===== config.mk =====
export PLATFORM = sky130hd
export DESIGN_NAME = seq0110_tx
export DESIGN_NICKNAME = d
export VERILOG_FILES = /design/src/rtl/seq_pkg.sv /design/src/rtl/seq_piso.sv /design/src/rtl/seq0110_tx.sv
export SDC_FILE = /design/constraint.sdc
export NUM_CORES = 1
export LEC_CHECK = 0
export CELL_PAD_IN_SITES_DETAIL_PLACEMENT = 0
export CELL_PAD_IN_SITES_GLOBAL_PLACEMENT = 2
export CORE_MARGIN = 5
export CORE_UTILIZATION = 35
export DETAILED_ROUTE_END_ITERATION = 10
export GPL_ROUTABILITY_DRIVEN = 0
export PLACE_DENSITY_LB_ADDON = 0.1
export RECOVER_POWER = 100
export SLEW_MARGIN = 20
export SYNTH_ARGS = -nofsm -noshare
export SYNTH_HDL_FRONTEND = slang
export SYNTH_SLANG_ARGS = --single-unit

===== constraint.sdc =====
create_clock -name ck -period 5.3 [get_ports ck]
set_input_delay 1.06 -clock ck [delete_from_list [all_inputs] [get_ports ck]]
set_output_delay 1.06 -clock ck [all_outputs]
set_load 0.01 [all_outputs]

===== src/rtl/seq_pkg.sv =====
// Shared definitions for the "0110" serial link: FSM encodings and line constants
// used by both the transmitter and the receiving detector.
package seq_pkg;

  typedef enum logic [1:0] {
    ST_IDLE = 2'b00,
    ST_SEND = 2'b01,
    ST_GAP  = 2'b10,
    ST_DONE = 2'b11
  } state_t;

  localparam logic [3:0] PATTERN_0110 = 4'b0110;
  localparam logic       IDLE_BIT_DEF = 1'b1;
  localparam int         GAP_CNT_W    = 4;

endpackage


===== src/rtl/seq_piso.sv =====
// Parallel-in/serial-out shifter: load presents the pattern MSB on ser the next cycle,
// each shift presents the next bit; last flags that ser holds the LSB.
module seq_piso #(
  parameter int             PAT_W    = 4,
  parameter logic [PAT_W-1:0] PATTERN = 4'b0110,
  parameter logic           IDLE_BIT = 1'b1
) (
  input  logic ck,
  input  logic rs,
  input  logic load,
  input  logic shift,
  input  logic clear,
  output logic ser,
  output logic last
);

  localparam int IW = (PAT_W > 2) ? $clog2(PAT_W) : 1;

  logic [PAT_W-1:0] sr;
  logic [IW-1:0]    idx;

  // sr holds the bits still to come, already aligned so the next one is at the MSB.
  always_ff @(posedge ck) begin
    if (rs) begin
      ser <= IDLE_BIT;
      sr  <= '0;
      idx <= '0;
    end else if (clear) begin
      ser <= IDLE_BIT;
      sr  <= '0;
      idx <= '0;
    end else if (load) begin
      ser <= PATTERN[PAT_W-1];
      sr  <= {PATTERN[PAT_W-2:0], 1'b0};
      idx <= IW'(PAT_W - 1);
    end else if (shift) begin
      ser <= sr[PAT_W-1];
      sr  <= {sr[PAT_W-2:0], 1'b0};
      if (idx != '0) idx <= idx - IW'(1);
    end
  end

  assign last = (idx == '0);

endmodule


===== src/rtl/seq0110_tx.sv =====
// Serial pattern transmitter: first pattern bit one cycle after start, N repetitions with
// GAP idle bits between, then a one-cycle done pulse. No backpressure; abort ends a frame.
module seq0110_tx
  import seq_pkg::*;
#(
  parameter int               PAT_W    = 4,
  parameter logic [PAT_W-1:0] PATTERN  = PATTERN_0110,
  parameter int               CNT_W    = 4,
  parameter int               GAP      = 1,
  parameter logic             IDLE_BIT = IDLE_BIT_DEF
) (
  input  logic             ck,
  input  logic             rs,
  input  logic             start,
  input  logic [CNT_W-1:0] count,
  input  logic             abort,
  output logic             out,
  output logic             valid,
  output logic             busy,
  output logic             done,
  output logic [CNT_W-1:0] rep_left
);

  localparam logic [GAP_CNT_W-1:0] GAP_LD = (GAP > 0) ? GAP_CNT_W'(GAP - 1) : '0;
  localparam bit                   NO_GAP = (GAP == 0);

  state_t               state;
  logic [GAP_CNT_W-1:0] gap_cnt;

  logic take, last_rep, kill, rep_end, gap_end, last;
  logic piso_load, piso_shift, piso_clear;

  always_comb begin
    take       = (state == ST_IDLE) && start && (count != '0);
    last_rep   = (rep_left == CNT_W'(1));
    kill       = ((state == ST_SEND) || (state == ST_GAP)) && abort;
    rep_end    = (state == ST_SEND) && !abort && last;
    gap_end    = (state == ST_GAP) && !abort && (gap_cnt == '0);
    piso_load  = take || (rep_end && !last_rep && NO_GAP) || gap_end;
    piso_shift = (state == ST_SEND) && !abort && !last;
    // Blank the line whenever a pattern burst ends without an immediate reload.
    piso_clear = kill || (rep_end && (last_rep || !NO_GAP));
  end

  seq_piso #(
    .PAT_W   (PAT_W),
    .PATTERN (PATTERN),
    .IDLE_BIT(IDLE_BIT)
  ) u_piso (
    .ck   (ck),
    .rs   (rs),
    .load (piso_load),
    .shift(piso_shift),
    .clear(piso_clear),
    .ser  (out),
    .last (last)
  );

  always_ff @(posedge ck) begin
    if (rs) begin
      state    <= ST_IDLE;
      valid    <= 1'b0;
      busy     <= 1'b0;
      done     <= 1'b0;
      rep_left <= '0;
      gap_cnt  <= '0;
    end else begin
      case (state)
        ST_IDLE: begin
          done <= 1'b0;
          if (take) begin
            state    <= ST_SEND;
            rep_left <= count;
            valid    <= 1'b1;
            busy     <= 1'b1;
          end
        end
        ST_SEND: begin
          if (abort) begin
            state    <= ST_IDLE;
            valid    <= 1'b0;
            busy     <= 1'b0;
            rep_left <= '0;
          end else if (last) begin
            if (rep_left != '0) rep_left <= rep_left - CNT_W'(1);
            if (last_rep) begin
              state <= ST_DONE;
              valid <= 1'b0;
              busy  <= 1'b0;
              done  <= 1'b1;
            end else if (!NO_GAP) begin
              state   <= ST_GAP;
              valid   <= 1'b0;
              gap_cnt <= GAP_LD;
            end
          end
        end
        ST_GAP: begin
          if (abort) begin
            state    <= ST_IDLE;
            busy     <= 1'b0;
            rep_left <= '0;
          end else if (gap_cnt == '0) begin
            state <= ST_SEND;
            valid <= 1'b1;
          end else begin
            gap_cnt <= gap_cnt - GAP_CNT_W'(1);
          end
        end
        ST_DONE: begin
          state <= ST_IDLE;
          done  <= 1'b0;
        end
        default: begin
          state    <= ST_IDLE;
          valid    <= 1'b0;
          busy     <= 1'b0;
          done     <= 1'b0;
          rep_left <= '0;
        end
      endcase
    end
  end

endmodule

# Word level (Yosys, flattened, before mapping)

Index checks and enable logic that the tools add are counted.

$add $sub $neg: 3
Multiply operators: 0
Div/mod/pow operators: 0
$lt $le $gt $ge: 0
Equality and inequality tests: 17
Shifts and indexed selects: 0
Muxes and demuxes: 41
Bitwise gates (word level): 0
Reductions and logical operators: 33

Operators with widths:

| cell                  | count |
|---|---|
| $mux W4               | 12 |
| $mux W2               | 8 |
| $ne A2 B2 Y1 const B  | 8 |
| $mux W1               | 15 |
| $reduce_and A5 Y1     | 3 |
| $pmux W4 S3           | 1 |
| $reduce_bool A2 Y1    | 5 |
| $logic_and A1 B1 Y1   | 8 |
| $pmux W2 S4           | 1 |
| $pmux W4 S2           | 1 |
| $reduce_bool A4 Y1    | 2 |
| $sub A4 B1 Y4 const B | 2 |
| $ne A3 B2 Y1 const B  | 2 |
| $ne A3 B3 Y1 const B  | 2 |
| $pmux W1 S3           | 2 |
| $reduce_and A6 Y1     | 1 |
| $eq A2 B2 Y1 const B  | 2 |
| $eq A4 B1 Y1 const B  | 1 |
| $logic_not A2 Y1      | 2 |
| $logic_not A4 Y1      | 1 |
| $reduce_and A4 Y1     | 1 |
| $reduce_or A2 Y1      | 2 |
| $logic_or A1 B1 Y1    | 3 |
| $reduce_and A3 Y1     | 1 |
| other kinds (7)       | 8 |

Register bits: 18
Bits in latches: 0
RAM bits: 0
Bits in read-only memories: 0
Memories: 0

# Longest topological paths before layout

Depth after elaboration: 6
Mapped depth: 7

# Modules after synthesis

A second synthesis with hierarchy kept.

Cell total of the unflattened synthesis: 134
Area total of the unflattened synthesis: 1,189.9 um^2

By module, submodules not included:

| module     | instances | cells each | area an instance (um^2) | seq. area each (um^2) |
|---|---|---|---|---|
| seq0110_tx | 1         | 112        | 957.2                   | 260.2 |
| seq_piso   | 1         | 22         | 232.7                   | 100.1 |

# Worst setup path before layout

No wires, ideal clock.

Path type: input to register
Start point: in abort
End point: reg u_piso.ser
Arrival time: 1.988 ns
Data required time: 5.186 ns
Path slack: 3.198 ns
Cell stages on the path: 3
Buffers on the path: 0
Cells stage by stage: nor3b_2 > mux2_2 > a21o_1

Longest elaborated chain between the ends: 5
Elaborated cells on any way between the ends: 12

Ends and longest elaborated chain:

| what                                          | line                                                 | text |
|---|---|---|
| start: declaration                            | seq0110_tx.sv:16                                     | `input logic abort,` |
| $logic_not A1 Y1                              | seq0110_tx.sv:37, seq0110_tx.sv:38, seq0110_tx.sv:40 |  |
| $logic_and A1 B1 Y1, on equally long branches | seq0110_tx.sv:38, seq0110_tx.sv:37, seq0110_tx.sv:40 |  |
| $logic_and A1 B1 Y1, on equally long branches | seq0110_tx.sv:38, seq0110_tx.sv:37                   |  |
| $logic_or A1 B1 Y1, on equally long branches  | seq0110_tx.sv:39, seq0110_tx.sv:42                   |  |
| $mux W1 (tied with other cells)               | seq_piso.sv:32                                       | `end else if (load) begin` |
| end signal: assignment                        | seq_piso.sv:33                                       | `ser <= PATTERN[PAT_W-1];` |
| end signal: assignment                        | seq_piso.sv:37                                       | `ser <= sr[PAT_W-1];` |
| end: declaration                              | seq_piso.sv:13                                       | `output logic ser,` |

Several ways; a longest one is shown, not always the timed one.
A chain may end at the register's enable or synchronous reset.

# Worst setup path in the final report

Start point: in abort
End point: reg rep_left[2]

Longest elaborated chain between the ends: 2
Elaborated cells on any way between the ends: 6

Ends and longest elaborated chain:

| what                                                              | line             | text |
|---|---|---|
| $ne A3 B2 Y1 (no line) (tied with other cells)                    | n/a              |  |
| $reduce_and A5 Y1 (no line) / $pmux W4 S3 (equally long branches) | n/a              |  |
| end signal: assignment                                            | seq0110_tx.sv:73 | `rep_left <= count;` |
| end signal: assignment                                            | seq0110_tx.sv:85 | `if (rep_left != '0) rep_left <= rep_left - CNT_W'(1);` |
| end: declaration                                                  | seq0110_tx.sv:21 | `output logic [CNT_W-1:0] rep_left` |

Several ways; a longest one is shown, not always the timed one.

==> reports/summary.txt <==
share of layout cells above drive strength 1 -> 9.15%
unrepaired setup endpoints after global routing -> false
final setup margin -> 2240 ps
core box area -> 3280 µm²
Max clock buf depth -> 2
post-CTS setup repair buffer count -> 0
final hold violations -> 0
max_cap viols -> 0
DRT Pass-1 Iters -> 4
final period demand of the worst path -> 3060 ps
setup_tns -> 0 ps
grt met3 use -> 2.83%
vias per std cell -> 5.24
worst r2r path cells -> 6
CP arrival -> 3230 ps
synthesized cell area -> 1160 µm²
WL/cell -> 14.2 µm
initial antenna violation count -> 0
status -> finished, final reports clean
asr flop ratio synth -> 0%
vias in the first global route -> 972
Final ANT Viol Nets -> 0
Post-synth EDFFs -> 0
CP Capture Type -> register
Die Y -> 67.6 µm
GR Util All Layers -> 12.9%
Ys Warns -> 0
Num Clock Sinks -> 18
Pleak -> 0.506 nW
CTS Hold Bufs -> 0
port buffer count -> 15
hold depth -> 2
Starting Density -> 35.3%
Clock Skew -> 3.16 ps
fillers -> 346
first-pass GRT wire length -> 4430 µm
fin. max-slew vios -> 0
Hold WS -> 499 ps
clock slew at reported path FFs -> 110 ps
gr ovfl total -> 0
Die Wd -> 67.6 µm
post-DP HPWL -> 2070 µm
Post-route DRC -> 0
met2 Usage GRT -> 22.4%
worst-skew pair later-pin latency -> 300 ps
synthesis-to-finish area growth -> 16.0%
number of diodes -> 0
ys flop type -> dfxtp_1
max_slew headroom -> 48.0%
Max VDD drop -> 0.126 mV
CTS H-tree lvls -> 1
fmax -> 0.327 GHz
post_cts resized -> 0
CTS tree -> built
row cnt -> 21
Netlist cell types -> 44
data required time at the worst endpoint -> 5470 ps
worst slack, placed -> 2370 ps
area of the die -> 4570 µm²
CP Launch Type -> input port
crit-path max FO -> 12
nets -> 160
Iteration-0 DRC Markers -> 29
syn nets -> 145
vias after detailed routing -> 986
layer carrying the most global-route usage -> met2
average cell area after synthesis -> 9.06 µm²
largest net degree at the start of global routing -> 13
Worst-Margin Slew -> 770 ps
routing usage on met1 -> 15.4%
Min-Delay Path Class -> register to register
Post-Synthesis Cells -> 128
critical path type -> input port to register
sequential-to-total area share from yosys stat -> 31.1%
Top Ports -> 16
total CTS buffers -> 3
root buffer cell -> clkbuf_4
Reg area -> 360 µm²
multi-input logic area -> 699 µm²
WL final -> 2670 µm
FF+latch count, synth -> 18
# setup viols final -> 0
cell area power density -> 346 nW/µm²
period utilisation layout -> 57.7%
area by class of cell:
type,instances,share of cell area (%)
inverter,11,3.07
multi-input combinational,94,52.0
clock buffer,4,2.70
sequential,18,26.8
tap,46,4.28
timing repair buffer,15,11.2
cells by family after synthesis:
family / after synthesis / synth area share [%]
AOI/OAI and AO/OA: 50 / 32.1
xor gates and xnor gates: 3 / 2.27
adders and majority gates: 9 / 9.71
buffers and inverters: 16 / 5.82
DFF: 18 / 31.1
muxes: 3 / 2.70
and+or+nand+nor: 29 / 16.3
final timing paths:
| kind | to | start | slack [ps] |
|---|---|---|---|
| max | rep_left[2] | abort | 2240 |
| min | u_piso.sr[2] | u_piso.sr[2] | 500 |
| max reg2reg | rep_left[2] | state[1] | 2860 |
| min reg2reg | u_piso.sr[2] | u_piso.sr[2] | 500 |
cell usage after synthesis, drive strengths merged (2+ instances only):
cell type / count / area share, %
nor3: 2 / 0.86
a211oi: 5 / 5.0
a311oi: 3 / 2.8
mux2i: 2 / 1.7
nand2: 5 / 1.8
a21oi: 18 / 7.8
nand2b: 3 / 1.6
a21o: 2 / 1.3
nor2: 3 / 0.97
ha: 9 / 9.7
nand3: 2 / 0.86
buf: 2 / 1.3
inv: 11 / 3.6
a22oi: 2 / 1.3
clkbuf: 3 / 0.97
o21ai: 9 / 3.9
or4: 2 / 1.3
dfxtp: 18 / 31
nor2b: 3 / 1.6
xor2: 2 / 1.5
nor3b: 3 / 2.8
worst max-delay path, cell delays in order:
cell,delay [ps]
dlygate4sd3_1,770
nor3b_2,170
a211oi_1,690
and2_0,400
a311oi_2,140
cell usage in the layout (no fill, tap or decap), types with 2 or more instances in the layout:
| cell | n |
|---|---|
| nand3_1 | 2 |
| a22oi_1 | 2 |
| o21ai_0 | 9 |
| clkbuf_4 | 3 |
| ha_1 | 9 |
| mux2i_1 | 2 |
| clkdlybuf4s50_1 | 4 |
| a311oi_1 | 2 |
| a211oi_1 | 2 |
| xor2_1 | 2 |
| dfxtp_1 | 18 |
| a21o_1 | 2 |
| or4_1 | 2 |
| nand2_1 | 4 |
| a21oi_1 | 18 |
| nor2b_1 | 3 |
| nor2_1 | 3 |
| a211oi_2 | 3 |
| nor3_1 | 2 |
| inv_1 | 11 |
| dlygate4sd3_1 | 11 |
| nor3b_2 | 2 |
| nand2b_1 | 3 |
power by group:
group | leakage (nW) | total [mW] | internal [mW] | switching, mW
clock network | 0.0210 | 0.0878 | 0.0419 | 0.0459
logic | 0.337 | 0.197 | 0.0887 | 0.108
registers | 0.148 | 0.181 | 0.160 | 0.0215
flip-flops by register name (all words and copies together), names as in the netlist:
name        cells
gap_cnt         4
rep_left        4
state           2
u_piso.idx      2
u_piso.sr       2
busy            1
done            1
u_piso.ser      1
valid           1
per-stage QoR:
step	area (µm²)	util, %	power (mW)	cells
after CTS	1380	41.9	0.488	188
after global routing	1350	41.0	0.502	188
after detailed placement	1340	40.8	0.398	184
after floorplan	1160	-	0.331	128
final	1350	41.0	0.466	188
after global placement	1340	40.8	0.398	184
layer usage:
metal,wire length (µm),vias up
met3,95,2
met2,1250,13
met1,1300,464
li1,-,507
met4,17,0
met5,0,-
(Power assumes the default switching activity.)
==> RTL edit 1 (config.mk and constraints unchanged) <==
The package constant `GAP_CNT_W` goes from 4 to 5.
--- a/src/rtl/seq_pkg.sv
+++ b/src/rtl/seq_pkg.sv
@@ -11,7 +11,7 @@
 
   localparam logic [3:0] PATTERN_0110 = 4'b0110;
   localparam logic       IDLE_BIT_DEF = 1'b1;
-  localparam int         GAP_CNT_W    = 4;
+  localparam int         GAP_CNT_W    = 5;
 
 endpackage
 
Check against the original RTL: no difference found for any inputs over 10 cycles, from zero or initial values; that may be too few to reach the edited logic, so the function may still have changed.
==> RTL edit 1 against the unedited design <==
  * Critical path depth did not move
  * Worst hold slack got worse by 0.030 ns
  * Total power fell by 11%
  * Fmax fell by 4.1%
  * Synthesized cell count rose by 2.3%
  * Design area rose by 1.9%
  * Cell count rose by 2.7%
  * Area after synthesis rose by 0.43%
  * Wire length fell by 0.94%
  * Sequential cell count rose by 1
  * Clock skew fell by 0.0013 ns
  * Setup slack got worse by 0.13 ns
  * Combinational power fell by 20%
  * Largest cell class unchanged
  * Highest routed layer unchanged
==> RTL edit 1: results <==
group,metric,value,unit
routing,drt_iter0_drc,39,
synthesis,yosys-top-cells-area,"dfxtp_1 (33%), ha_1 (8.6%), a21oi_1 (6.0%), inv_1 (4.2%), a311oi_1 (3.8%)",
synthesis,number_of_cells_produced_by_synthesis,131,
global_route,grt_pass1_wl,4520,um
cts,worst_setup_hold_path_clk_slew,0.12,ns
routing,num_vias,1001,
finish,layout-drive-gt1-share,0.0748,
worst_setup_path,worstSetupEndpoint,"busy",
power_and_ir_drop,power_leakage,0.534,nW
routing,wire_per_inst,13.7,um
global_route,grt_max_degree,15,
routing,viasPerCell,5.19,
timing,final.setup_skew,0.00183,ns
synthesis,synthesis.yosys.warnings,0,
synthesis,synth.top_cells.by_count,"dfxtp_1 (19), a21oi_1 (14), inv_1 (13)",
finish,n_antenna_cell,0,
global_route,track_usage,0.129,
synthesis,synthXorXnorAreaFrac,0.0226,
power_and_ir_drop,power.ir.vdd_worst,120,uV
synthesis,post_synth_adder_cell_area,0.0859,
worst_setup_path,r2r_setup_slack,2.78,ns
synthesis,synth_mux_area_frac,0.0440,
power_and_ir_drop,cell_internal_pwr,264,uW
placement,numPlacedInstances,189,
outcome,outcome,"finished clean",
worst_setup_path,data_arrival_time_of_the_critical_path,3.40,ns
synthesis,synth_cell_types,41,
worst_setup_path,cp_max_fo,10,
synthesis,synth.net_count,147,
synthesis,ys_seq_area_frac,0.327,
timing,slew_headroom,0.205,
[RTL edit 1: cell types whose count changed after synthesis, moves of 3 or more]
| cell | before | now |
|---|---|---|
| a21oi_1 | 18 | 14 |
| a211oi_2 | 4 | 0 |
| a311oi_1 | 2 | 5 |
| a31oi_1 | 1 | 5 |
| nor2_1 | 3 | 8 |
| nor2b_1 | 3 | 6 |
| o21ai_0 | 9 | 5 |
| nand2_1 | 4 | 7 |
[RTL edit 1: cell type report]
| type | instances | share of cell area |
|---|---|---|
| Sequential cell | 19 | 0.278 |
| Clock buffer | 3 | 0.0164 |
| Clock inverter | 1 | 0.00365 |
| Timing Repair Buffer | 15 | 0.110 |
| Tap cell | 46 | 0.0420 |
| Multi-Input combinational cell | 96 | 0.515 |
| Inverter | 13 | 0.0356 |
[RTL edit 1: layer usage]
| metal | wire length (um) | vias up | global-route usage |
|---|---|---|---|
| met1 | 1340 | 472 | 0.176 |
| met5 | 0 | - | 0 |
| met4 | 13 | 0 | 0.0380 |
| met3 | 51 | 2 | 0.0200 |
| met2 | 1230 | 7 | 0.209 |
| li1 | - | 520 | - |
[RTL edit 1: stage by stage]
step | area, um2 | power [mW] | worst slack (ns)
after floorplan | 1160 | 0.296 | 2.99
after global placement | 1360 | 0.350 | 2.29
after detailed placement | 1360 | 0.350 | 2.24
after CTS | 1390 | 0.428 | 2.56
after global routing | 1370 | 0.447 | 1.92
final | 1370 | 0.414 | 2.11
[RTL edit 1: power by group through the flow]
stage	combinational [mW]	clock (mW)	sequential (mW)
floorplan	0.112	0	0.185
global placement	0.166	0	0.183
detailed placement	0.166	0	0.184
CTS	0.167	0.0798	0.181
global route	0.177	0.0855	0.184
finish	0.158	0.0761	0.180
[RTL edit 1: worst min-delay path by stage]
| stage | startpoint | end | slack, ns | cells after the start |
|---|---|---|---|---|
| after floorplan | gap_cnt[4] | gap_cnt[4] | 0.44 | 1 |
| after global routing | done | done | 0.48 | 2 |
| after CTS | done | done | 0.47 | 2 |
| final | gap_cnt[4] | gap_cnt[4] | 0.47 | 1 |
| after detailed placement | done | done | 0.45 | 2 |
| after global placement | done | done | 0.45 | 2 |
[RTL edit 1: cells by family after synthesis]
group / after synthesis
adder cells (fa/ha/maj): 8
AND/OR/NAND/NOR: 36
flip-flops: 19
XOR/XNOR: 3
buffers and inverters: 16
AO/OA/AOI/OAI: 44
multiplexers: 5
[RTL edit 1: worst max-delay path, cell delays in order]
cell and delay [ns]:
dlygate4sd3_1 0.67, nor3b_1 1.01, a2111oi_4 0.23, and3_1 0.23, a31o_2 0.20
==> RTL edit 2 (same settings) <==
Made on the original files. Put a register stage on the output `out`, without a reset. The value now appears one clock later. The other outputs are not delayed to match. Comments in the files are not updated.
--- a/src/rtl/seq0110_tx.sv
+++ b/src/rtl/seq0110_tx.sv
@@ -23,6 +23,8 @@
 
   localparam logic [GAP_CNT_W-1:0] GAP_LD = (GAP > 0) ? GAP_CNT_W'(GAP - 1) : '0;
   localparam bit                   NO_GAP = (GAP == 0);
+
+  logic out_d;
 
   state_t               state;
   logic [GAP_CNT_W-1:0] gap_cnt;
@@ -52,7 +54,7 @@
     .load (piso_load),
     .shift(piso_shift),
     .clear(piso_clear),
-    .ser  (out),
+    .ser  (out_d),
     .last (last)
   );
 
@@ -122,4 +124,8 @@
     end
   end
 
+  always_ff @(posedge ck) begin
+    out <= out_d;
+  end
+
 endmodule
Function: changed (Yosys sat finds a counterexample within 4 cycles, from zero or initial values).
==> RTL edit 2 against the unedited design <==
  * Wire length shrank 5.7%
  * Setup slack lost 0.30 ns
  * Sequential cell count grew 1
  * Fmax shrank 9.0%
  * Area after synthesis shrank 3.0%
  * Worst hold slack lost 0.13 ns
  * Design area shrank 2.2%
  * Total power grew 47%
  * Non-clock buffer count is the same
==> RTL edit 2: results <==
group,metric,value,unit
global_route,grt_max_degree,14,
timing,timing.final.hold_violations,0,
synthesis,synth_mux_area_frac,0.0378,
finish,layout-drive-gt1-share,0.0786,
global_route,groute.layer.met1.usage,0.174,
synthesis,synth.net_count,143,
power_and_ir_drop,power_leakage,0.489,nW
finish,n_antenna_cell,0,
timing,final.setup_skew,0.00518,ns
synthesis,synthesis.yosys.warnings,0,
global_route,number_of_antenna_violations_at_the_first_check_in_global_routing,0,
hold_path,min_path_type,"flip-flop to flip-flop",
synthesis,synth.top_cells.by_count,"a21oi_1 (19), dfxtp_1 (19), inv_1 (10)",
global_route,first_global_vias,890,
finish,nNetsFinal,158,
routing,drt_iter0_drc,40,
worst_setup_path,cp_max_fo,12,
worst_setup_path,worst_r2r_dst,"busy",
worst_setup_path,crit_family,"compound AO/OA/AOI/OAI gates",
routing,detail_route.wirelength,2510,um
cts,post_cts_hold_buffer_count,0,
global_route,groute.layer.met2.usage,0.189,
global_route,grt_pass1_wl,4240,um
worst_setup_path,worst_r2r_path_depth,6,
global_route,grt.met3_usage,0.0253,
synthesis,yosys-top-cells-area,"dfxtp_1 (34%), ha_1 (10%), a21oi_1 (8.5%), a311oi_1 (3.9%), inv_1 (3.3%)",
cts,cts_htree_levels,1,
cts,clkLatencyLatePin,0.30,ns
worst_setup_path,data_arrival_time_of_the_critical_path,3.56,ns
worst_setup_path,cpPeakStageDelay,0.96,ns
power_and_ir_drop,power.ir.vdd_worst,176,uV
hold_path,hold_ep,"out",
cts,clock_tree.buffer_depth,2,
global_route,track_usage,0.126,
placement,buffer_ports.inserted,15,
finish,synthToLayoutAreaGrowth,16.9,%
worst_setup_path,r2r_setup_slack,2.62,ns
synthesis,synth_cell_types,43,
hold_path,min_delay_path_depth,0,
synthesis,compound_gate_portion_of_the_synthesized_area,0.257,
timing,worst-slew-pin-transition,1.13,ns
power_and_ir_drop,cell_internal_pwr,399,uW
synthesis,ys_seq_area_frac,0.338,
synthesis,synthXorXnorAreaFrac,0.0234,
cts,cts_setup_buffers,0,
synthesis,post_synth_adder_cell_area,0.100,
routing,firstDrtPassIters,4,
synthesis,synth_ff_type,"dfxtp_1",
routing,num_vias,926,
outcome,outcome,"finished clean",
hold_path,timing.hold.worst.start,"u_piso.ser",
placement,detailedPlacementHpwl,1890,um
worst_setup_path,worst_path_max_delay_cell,"a211oi_1",
## RTL edit 2: cell families after synthesis
logic type / after synthesis
mux: 4
flops: 19
buf+inv: 15
fa+ha+maj: 9
simple gates: 32
xor+xnor: 3
compound gates: 44
## RTL edit 2: routing by layer
metal / up-vias / routed length, um / part of all wire
met5: - / 0 / 0
met3: 2 / 136 / 0.054
li1: 487 / - / -
met1: 419 / 1220 / 0.48
met2: 18 / 1140 / 0.45
met4: 0 / 18 / 0.0072
## RTL edit 2: final cells by class
| cell class | count | area, um2 |
|---|---|---|
| clock inverters | 1 | 5.00 |
| clock buffers | 3 | 22.5 |
| flip-flops and latches | 19 | 380 |
| repair buffers | 15 | 150 |
| well taps | 44 | 55.1 |
| fillers | 313 | 1760 |
| multi-input cells | 92 | 664 |
| inverters | 10 | 37.5 |
## RTL edit 2: worst reg2reg max path, cell delays in order, from the launching register on
cell and delay (ns):
dfxtp_1 0.39, inv_1 0.07, ha_1 0.32, nor3b_1 0.28, a211oi_1 0.96, o21ai_0 0.25
mux2_2 0.33
## RTL edit 2: worst max path at each step
stage,startpoint,slack (ns),to,cells after the start
after floorplan,count[0],3.07,busy,4
after global placement,abort,1.81,busy,5
after detailed placement,abort,1.69,busy,5
after CTS,abort,2.07,busy,5
after global routing,abort,1.56,busy,5
final,abort,1.94,busy,5
## RTL edit 2: power by group through the flow
stage	registers [mW]	logic, mW	clock network [mW]
3_5_place_dp	0.246	0.386	0
6_report	0.241	0.368	0.0777
3_3_place_gp	0.246	0.391	0
5_1_grt	0.251	0.414	0.0880
2_1_floorplan	0.245	0.277	0
4_1_cts	0.243	0.387	0.0804
## RTL edit 2: per-stage QoR
| step | setup slack [ns] | area [um2] | utilization | std cells | hold slack (ns) |
|---|---|---|---|---|---|
| floorplan | 3.07 | 1120 | - | 126 | 0.327 |
| global placement | 1.81 | 1300 | 0.422 | 180 | 0.350 |
| detailed placement | 1.69 | 1300 | 0.422 | 180 | 0.346 |
| CTS | 2.07 | 1330 | 0.431 | 184 | 0.371 |
| global route | 1.56 | 1320 | 0.427 | 184 | 0.379 |
| finish | 1.94 | 1320 | 0.427 | 184 | 0.368 |
